==> config.mk <==
export PLATFORM = sky130hd
export DESIGN_NAME = wb_port_arbiter
export DESIGN_NICKNAME = d
export VERILOG_FILES = /design/src/rtl/wb_port_arbiter.sv
export SDC_FILE = /design/constraint.sdc
export NUM_CORES = 1
export LEC_CHECK = 0
export ABC_CLOCK_PERIOD_IN_PS = 2100
export BUFFER_PORTS_ARGS = -buffer_cell sky130_fd_sc_hd__clkbuf_2
export CORE_ASPECT_RATIO = 0.8
export CORE_UTILIZATION = 36
export CTS_CLUSTER_DIAMETER = 100
export CTS_CLUSTER_SIZE = 25
export DETAILED_ROUTE_END_ITERATION = 12
export SLEW_MARGIN = 20
export SYNTH_ARGS = -nofsm -noshare
export SYNTH_HDL_FRONTEND = slang
export SYNTH_SLANG_ARGS = --single-unit
export TNS_END_PERCENT = 20
==> constraint.sdc <==
create_clock -name clk -period 2.1 [get_ports clk]
set_input_delay 0.105 -clock clk [delete_from_list [all_inputs] [get_ports clk]]
set_output_delay 0.105 -clock clk [all_outputs]
set_load 0.01 [all_outputs]
==> src/rtl/wb_port_arbiter.sv <==
// Register-file write-port arbiter for the RV32I core.
// A load return cannot be stalled, so it always owns the write port.
// An ALU result that collides with a return waits in a one-entry skid
// buffer and drains on the first cycle with no load return. While the
// buffer is full, alu_wb_ready is low and upstream must hold its result.
// A pending-load scoreboard feeds decode-stage hazard detection.
module wb_port_arbiter #(
  parameter int DataWidth    = 32,
  parameter int RegAddrWidth = 5
) (
  input  logic                    clk,
  input  logic                    rst_n,
  input  logic                    alu_wb_valid,
  input  logic [RegAddrWidth-1:0] alu_wb_rd,
  input  logic [DataWidth-1:0]    alu_wb_data,
  output logic                    alu_wb_ready,
  input  logic                    ld_issue_valid,
  input  logic [RegAddrWidth-1:0] ld_issue_rd,
  input  logic                    ld_ret_valid,
  input  logic [RegAddrWidth-1:0] ld_ret_rd,
  input  logic [DataWidth-1:0]    ld_ret_data,
  input  logic [RegAddrWidth-1:0] rs1_addr,
  input  logic [RegAddrWidth-1:0] rs2_addr,
  input  logic [RegAddrWidth-1:0] dec_rd_addr,
  output logic                    load_hazard,
  output logic                    rf_we,
  output logic [RegAddrWidth-1:0] rf_waddr,
  output logic [DataWidth-1:0]    rf_wdata
);

  localparam int NumRegs = 1 << RegAddrWidth;

  // IDLE: skid empty, ALU may proceed. HOLD: skid full, ALU stalled.
  typedef enum logic [0:0] {
    ST_IDLE = 1'b0,
    ST_HOLD = 1'b1
  } state_t;

  state_t                  r_state;
  state_t                  w_state_nxt;
  logic [RegAddrWidth-1:0] r_skid_rd;
  logic [RegAddrWidth-1:0] w_skid_rd_nxt;
  logic [DataWidth-1:0]    r_skid_data;
  logic [DataWidth-1:0]    w_skid_data_nxt;

  logic                    w_win_valid;
  logic [RegAddrWidth-1:0] w_win_rd;
  logic [DataWidth-1:0]    w_win_data;

  logic [NumRegs-1:0]      r_pending;
  logic [NumRegs-1:0]      w_pending_nxt;

  // The ALU is only accepted while the skid buffer is empty.
  assign alu_wb_ready = (r_state == ST_IDLE);

  // Pick the port winner this cycle and decide what the skid buffer holds next.
  always_comb begin
    w_state_nxt     = r_state;
    w_skid_rd_nxt   = r_skid_rd;
    w_skid_data_nxt = r_skid_data;
    w_win_valid     = 1'b0;
    w_win_rd        = '0;
    w_win_data      = '0;
    case (r_state)
      ST_IDLE: begin
        if (ld_ret_valid) begin
          w_win_valid = 1'b1;
          w_win_rd    = ld_ret_rd;
          w_win_data  = ld_ret_data;
          if (alu_wb_valid) begin
            // Displaced ALU result is accepted into the skid buffer.
            w_skid_rd_nxt   = alu_wb_rd;
            w_skid_data_nxt = alu_wb_data;
            w_state_nxt     = ST_HOLD;
          end else begin
            w_state_nxt = ST_IDLE;
          end
        end else if (alu_wb_valid) begin
          w_win_valid = 1'b1;
          w_win_rd    = alu_wb_rd;
          w_win_data  = alu_wb_data;
        end else begin
          w_win_valid = 1'b0;
        end
      end
      ST_HOLD: begin
        if (ld_ret_valid) begin
          w_win_valid = 1'b1;
          w_win_rd    = ld_ret_rd;
          w_win_data  = ld_ret_data;
        end else begin
          // Drain cycle: ready stays low so no new ALU result is taken.
          w_win_valid = 1'b1;
          w_win_rd    = r_skid_rd;
          w_win_data  = r_skid_data;
          w_state_nxt = ST_IDLE;
        end
      end
      default: begin
        w_state_nxt = ST_IDLE;
      end
    endcase
  end

  // FSM state and skid buffer registers; reset discards any buffered result.
  always_ff @(posedge clk or negedge rst_n) begin
    if (!rst_n) begin
      r_state     <= ST_IDLE;
      r_skid_rd   <= '0;
      r_skid_data <= '0;
    end else begin
      r_state     <= w_state_nxt;
      r_skid_rd   <= w_skid_rd_nxt;
      r_skid_data <= w_skid_data_nxt;
    end
  end

  // Registered write port; x0 writes are consumed but never enabled.
  always_ff @(posedge clk or negedge rst_n) begin
    if (!rst_n) begin
      rf_we    <= 1'b0;
      rf_waddr <= '0;
      rf_wdata <= '0;
    end else if (w_win_valid) begin
      rf_we    <= (w_win_rd != '0);
      rf_waddr <= w_win_rd;
      rf_wdata <= w_win_data;
    end else begin
      rf_we    <= 1'b0;
    end
  end

  // Scoreboard update: clear on return, then set on issue so a newer load wins.
  always_comb begin
    w_pending_nxt = r_pending;
    if (ld_ret_valid) begin
      w_pending_nxt[ld_ret_rd] = 1'b0;
    end else begin
      w_pending_nxt = w_pending_nxt;
    end
    if (ld_issue_valid) begin
      w_pending_nxt[ld_issue_rd] = 1'b1;
    end else begin
      w_pending_nxt = w_pending_nxt;
    end
    w_pending_nxt[0] = 1'b0;
  end

  // Pending-load vector register.
  always_ff @(posedge clk or negedge rst_n) begin
    if (!rst_n) begin
      r_pending <= '0;
    end else begin
      r_pending <= w_pending_nxt;
    end
  end

  // Hazard looks only at the registered vector; a same-cycle return is not bypassed.
  assign load_hazard = r_pending[rs1_addr] | r_pending[rs2_addr] | r_pending[dec_rd_addr];

endmodule

======== Yosys cells after proc, flatten, opt, wreduce, memory -nomap -nowiden ========
Index checks and enable logic that the tools add are counted.
word-level totals
  register bits ........................... 107
  input port bits ......................... 99
  output and inout port bits .............. 40
  logic and storage cells ................. 51
operators by class
  magnitude comparators ................... 7
  mux-type cells .......................... 27
  bitwise gates (word level) .............. 6
  reduce and logical (&&, ||, !) cells .... 4
operators by type and width
  kind                                                        number
  2-to-1 mux 32 bit                                           5
  case mux 32 bit (2 select lines)                            1
  AND 32 bit                                                  1
  NOT 32 bit                                                  1
  bitwise OR 32 bit                                           1
  less-than comparator 5 x 6 -> 1 bit, second input constant  5
  binary-select mux 1 bit (select 5 bit)                      3
  2-to-1 mux 5 bit                                            3
  demux 1 bit (select 5 bit)                                  2
  >= comparator 5 x 1 -> 1 bit, second input constant         2
  2-to-1 mux 1 bit                                            10
  case mux 5 bit (2 select lines)                             1
  nonzero test 5 bit                                          1
  case mux 1 bit (2 select lines)                             2
  AND reduction 3 bit                                         1
  logical AND 1 bit                                           2
  bitwise OR 1 bit                                            2
  NOT 1 bit                                                   1

======== Longest topological paths before layout ========
Gate-level depths: netlist of run 1.
  word-level depth ........................ 9
  gate-level depth with buffers ........... 6
  gate-level depth less buffers ........... 5

======== Worst setup path after synthesis of run 1 ========
No wires, ideal clock.
  kind .................................... reg-to-output
  start point ............................. reg r_pending[23]
  end point ............................... out load_hazard
  arrival time ............................ 1533 ps
  required time ........................... 1995 ps
  path slack .............................. 462 ps
  cell stages (with the launch flop) ...... 6
  cells stage by stage .................... dfrtp_1 -> mux4_2 -> nand3b_1 -> o21ai_0 -> a2111oi_0 -> nand4_1
on the way
  longest elaborated chain between the ends .. 4
RTL lines
  element                                 line  RTL
  start: declaration                      50    logic [NumRegs-1:0] r_pending;
  start signal: assignment                154   r_pending <= w_pending_nxt;
  binary-select mux 1 bit (select 5 bit)  159   assign load_hazard = r_pending[rs1_addr] | r_pending[rs2_addr] | r_pending[dec_rd_addr];
  2-to-1 mux 1 bit (implied by the code)  159
  bitwise OR 1 bit                        159
  bitwise OR 1 bit *                      159
  end: declaration                        25    output logic load_hazard,
Mark *: on every way between the ends. The rest lies on a longest branch, timed or not. The select of a mux whose other input is x is not followed.

======== Worst setup path after layout of run 1 ========
  start point ............................. reg r_pending[30]
  end point ............................... out load_hazard
Same word-level chain as after synthesis.

==> results of run 1 <==
final timing paths:
check | start | slack [ps] | cells after the start | to
worst max-delay path | r_pending[30] | -70 | 5 | load_hazard
worst min-delay path | alu_wb_data[14] | 10 | 2 | r_skid_data[14]
worst max register to register | r_state | 440 | 6 | rf_wdata[24]
worst min register to register | rf_waddr[2] | 490 | 1 | rf_waddr[2]
max in group asynchronous | rst_n | 1090 | 3 | rf_wdata[22]
min in group asynchronous | rst_n | 270 | 2 | rf_wdata[16]
what timing repair did:
item,CTS,global route
endpoints found under the setup margin,1,1
buffers inserted,3,0
resized for setup,8,3
pin swaps,3,2
hold endpoints to repair,62,1
hold buffers,25,1
final cells by class:
cell class                 instances  area (sq um)  share of cell area [%]
sequential                       107          2680                    38.3
clock inverter                     7          80.1                    1.15
timing repair buffer             177          1090                    15.6
multi-input combinational        362          2670                    38.2
inverter                           4          15.0                   0.215
tap                              184           230                    3.29
clock buffer                       9           225                    3.22
metal layers:
layer,global-route usage (%),wire (um)
met5,0,0
met4,4.47,140
met3,6.74,1280
met2,30.4,6680
met1,26.9,6920
cells by family after synthesis:
| family | after synthesis | share of synthesized area [%] |
|---|---|---|
| compound gates | 161 | 16.1 |
| flops | 107 | 48.8 |
| simple gates | 106 | 9.33 |
| mux | 95 | 22.8 |
| buf+inv | 34 | 2.94 |
per-stage QoR:
stage	hold WS, ps	instance area [sq um]
after floorplan	-191	5490
after global placement	111	6380
after detailed placement	123	6380
after CTS	1.73	6970
after global routing	0.441	6990
final	12.5	6990
power by group:
part | leakage [nW] | internal [mW] | switching (mW) | total [mW]
Sequential | 1.28 | 2.42 | 0.257 | 2.68
Clock | 0.146 | 0.853 | 0.879 | 1.73
Combinational | 1.65 | 0.704 | 0.629 | 1.33
registers in the layout, summed over array words and instances, names as in the netlist:
name,count
rf_we,1
rf_wdata,32
r_pending,31
r_skid_data,32
r_state,1
rf_waddr,5
r_skid_rd,5
cells in the final DEF (no fill, tap or decap), types with 12 or more instances in the layout:
cell type / Yosys / routed
o22ai_1: 19 / 19
nand3b_1: 12 / 12
nor2_1: 33 / 32
clkbuf_2: 0 / 136
dlygate4sd3_1: 0 / 26
nand2_1: 38 / 38
dfrtp_1: 107 / 106
mux4_2: 14 / 16
mux2i_1: 31 / 31
a21oi_1: 33 / 33
mux2_2: 46 / 45
o21ai_0: 92 / 91
==> impl_metrics.ini, run 1 <==
[detailed_routing]
drt-pass1-iter-count = 6
vias_per_cell = 5.51
routedWlPerCell_um = 17.7
vias = 4682
drtAntennaViolNets = 0
drc = 0
drt_iter0_markers = 291
wirelength_um = 15000

[clock_tree]
cts.sinks = 107
cts.clk_slew.worst_paths_ps = 80
cts-htree-levels = 3
insertion_delay_ps = 350
cts_tree = yes
cts_root_buffer = clkbuf_16
numCtsBuffers = 9
clockBufferDepth = 2

[flow_run]
maxCapViolations = 0

[yosys]
yosysSeqAreaShare_pct = 48.8
synth_nets = 602
synth_area_sq_mm = 0.00549
ys_top_cells_by_count = 107 x dfrtp_1, 92 x o21ai_0, 46 x mux2_2
synth-seq-cells = 107
avgSynthCellArea_sq_um = 10.9
synth_top_area_share_pct = 48.8
syn_inst = 503
synthFlopType = dfrtp_1
synth-edff-count = 0
yosysMostFrequentCell = dfrtp_1
synthTopCellsByArea = dfrtp_1 49%, mux2_2 9.4%, o21ai_0 8.4%
async_flop_share_pct = 100
ys_warn_count = 0
yosysTopAreaCell = dfrtp_1
yosysUniqueCellTypes = 37

[power_and_ir_drop]
peakVddDrop_mv = 0.385
power_mw = 5.75
pwr_density_cell_mw_per_mm2 = 822
leakagePower_nw = 3.08

[final_layout]
drive_gt1_share_pct = 36.3
syn_to_final_growth_pct = 27.4
nets = 760
fillers = 1376
final_util_pct = 47.9
antenna_cells = 0
stdcell_count = 850

[run_status]
status = finished, violations left
violations = negative setup slack

[floorplanning]
die_width_um = 140
io_pins = 139
die_area_sq_mm = 0.0157
num_rows = 39
fp.dieH_um = 112
initial_core_util_pct = 37.6
core_sq_mm = 0.0146

[timing]
max_freq_mhz = 460
final_max_slew_viol_count = 0
final-hold-violation-count = 0
fin_worst_skew_ps = 9.94
period_minus_slack_ps = 2170
fin_ws_ps = -73.9
slew_headroom_pct = 58.7
fin_crit_sh_pct = 104
tightestPinTransition_ps = 604
setup_viol = 1
rsz0062_at_grt = yes
tns_ps = -73.9

[place]
pre_cts_ws_ps = 166
gp_congestion = 0.894
post-place-cells = 805
port-buffer-count = 138
hpwl_um = 10700

[global_route]
grt_use_total_pct = 19.8
antenna_found_initial = 0
grt_max_degree = 52
grt_first_pass_wirelength_um = 24400
grt_pass1_vias = 4705
grt.overflow.total = 0

[worst_setup_path]
crit_required_ps = 2000
critPathArrivalTime_ps = 2070
crit_path_start_kind = flop
max_stage_delay_ps = 480
end_kind = primary output
crit_family = multiplexers
cp_max_fo = 4
path_buf_inv = 1
cp_slowest_cell = mux4_2
cp_cell_sequence = mux4_2 -> mux2_4 -> a311oi_2 -> nand4_1 -> buf_2
path_class = reg2out

[hold_path]
hold_class = in2reg
(Power assumes the default switching activity.)
==> inputs of run 2 (changes only) <==
Settings changed: CELL_PAD_IN_SITES_DETAIL_PLACEMENT set to 1, CELL_PAD_IN_SITES_GLOBAL_PLACEMENT set to 1, PLACE_DENSITY_LB_ADDON set to 0.1, SETUP_SLACK_MARGIN set to 0.3.
==> run 2 against run 1 <==
Largest power group unchanged. Setup slack got worse by 23 ps. The flow still finishes with violations (negative setup slack). Count of clock-buffer cells in the layout did not move. Critical endpoint unchanged. Clock skew fell by 2.7 ps.
==> impl_metrics.ini, run 2 (synthesis gave the netlist of run 1 again) <==
[timing]
max_freq_mhz = 455
holdWs_ps = 9.08
fin_crit_sh_pct = 105
slew_headroom_pct = 61.8
tns_ps = -97.1
final_max_slew_viol_count = 0
fin_ws_ps = -97.1
final-hold-violation-count = 0
period_minus_slack_ps = 2200
tightestPinTransition_ps = 558
fin_worst_skew_ps = 7.25
rsz0062_at_grt = yes
setup_viol = 1

[worst_setup_path]
cp_max_fo = 4
rr_worst_depth = 4
crit_path_start_kind = flop
rr_startpoint = r_state
crit_start = r_pending[30]
path_class = reg2out
rrSetupSlack_ps = 430
cp_cell_sequence = mux4_2 -> mux2_2 -> a311oi_2 -> nand4_1 -> buf_2
max_stage_delay_ps = 500
critPathArrivalTime_ps = 2090
cp_slowest_cell = mux4_2
crit_required_ps = 2000
r2r_end = r_skid_data[18]
crit_end = load_hazard
end_kind = primary output
path_depth = 5
crit_family = multiplexers
path_buf_inv = 1

[final_layout]
stdcell_count = 837
antenna_cells = 0
final_util_pct = 47.0
fillers = 1634
stdcell_area_sq_mm = 0.00685
nets = 747
syn_to_final_growth_pct = 24.9
top_regs = r_skid_data (32), rf_wdata (32), r_pending (31)
layout_commonest_cell = clkbuf_2
drive_gt1_share_pct = 37.8
most-common-layout-cells = 136 x clkbuf_2, 105 x dfrtp_1, 92 x o21ai_0

[power_and_ir_drop]
seq_power_share_pct = 46.4
pwr_density_cell_mw_per_mm2 = 849
clkPwrFrac_pct = 30.6
p_int_mw = 4.07
combPwrFrac_pct = 23.0
power_mw = 5.82
leakagePower_nw = 3.02
swShare_pct = 30.1
switching_power_mw = 1.75
peakVddDrop_mv = 0.414

[global_route]
grt_use_total_pct = 22.6
grt_max_degree = 51
grt.overflow.total = 0
grt_first_pass_wirelength_um = 27400
antenna_found_initial = 0
grt_pass1_vias = 4854

[floorplanning]
initial_core_util_pct = 37.6
fp.dieH_um = 112
io_pins = 139
die_area_sq_mm = 0.0157
num_rows = 39
die_width_um = 140
core_sq_mm = 0.0146

[clock_tree]
cts_tree = yes
insertion_delay_ps = 350
cts.clk_slew.worst_paths_ps = 70
clockBufferDepth = 2
cts.sinks = 107
cts-htree-levels = 3
cts_root_buffer = clkbuf_16
numCtsBuffers = 9

[place]
hpwl_um = 12300
post-place-cells = 807
gp_congestion = 0.905
dpl_cell_area_sq_mm = 0.00640
port-buffer-count = 138
pre_cts_ws_ps = 177

[detailed_routing]
drtAntennaViolNets = 0
drt_iter0_markers = 306
wirelength_um = 16800
drc = 0
vias = 4636
routedWlPerCell_um = 20.1
vias_per_cell = 5.54
drt-pass1-iter-count = 4

[run_status]
status = finished, violations left
violations = negative setup slack

[hold_path]
hold_class = in2reg
min_from = alu_wb_data[11]

[flow_run]
maxCapViolations = 0
[run 2: layout make-up]
class	instances	area (sq um)	area share, %
clock buffer	9	225	3.29
clock inverter	7	83.8	1.22
inverter	4	15.0	0.219
multi-input combinational	362	2660	38.9
sequential	107	2680	39.1
tap	184	230	3.36
timing repair buffer	164	955	13.9
[run 2: worst register-to-register path: cells and delay by family (launching register included)]
family | cells | cell delay [ps]
buffers and inverters | 1 | 280
multiplexers | 1 | 300
AND/OR/NAND/NOR | 2 | 490
flip-flops | 1 | 490
[run 2: worst min path at each step]
stage | end | cells after the start | slack (ps)
final | r_skid_data[11] | 2 | 9
after floorplan | r_pending[10] | 0 | -190
after global routing | r_skid_data[14] | 2 | 10
after detailed placement | rf_wdata[8] | 1 | 130
after CTS | r_skid_data[8] | 2 | 0.6
after global placement | rf_wdata[8] | 1 | 130
[run 2: repair_timing]
action | in CTS | in global routing
gates resized for setup | 7 | 5
hold endpoints to repair | 46 | 0
setup buffers | 3 | 1
pin swaps | 5 | 4
endpoints found under the setup margin | 1 | 2
hold buffers | 10 | 0
[run 2: per-layer routing]
metal / share of wire (%) / track usage, % / vias up / wire (um)
met5: 0 / 0 / - / 0
met4: 0.88 / 4.91 / 0 / 147
met3: 7.6 / 6.87 / 13 / 1280
met2: 44 / 33.5 / 155 / 7390
met1: 47 / 32.4 / 2318 / 7970
li1: - / - / 2150 / -
[run 2: power by group through the flow]
| stage | Sequential [mW] | Clock, mW | Combinational (mW) |
|---|---|---|---|
| 6_report | 2.70 | 1.78 | 1.34 |
| 3_3_place_gp | 2.70 | 0 | 1.24 |
| 4_1_cts | 2.69 | 1.82 | 1.34 |
| 2_1_floorplan | 2.67 | 0 | 0.781 |
| 5_1_grt | 2.75 | 1.89 | 1.48 |
| 3_5_place_dp | 2.73 | 0 | 1.28 |
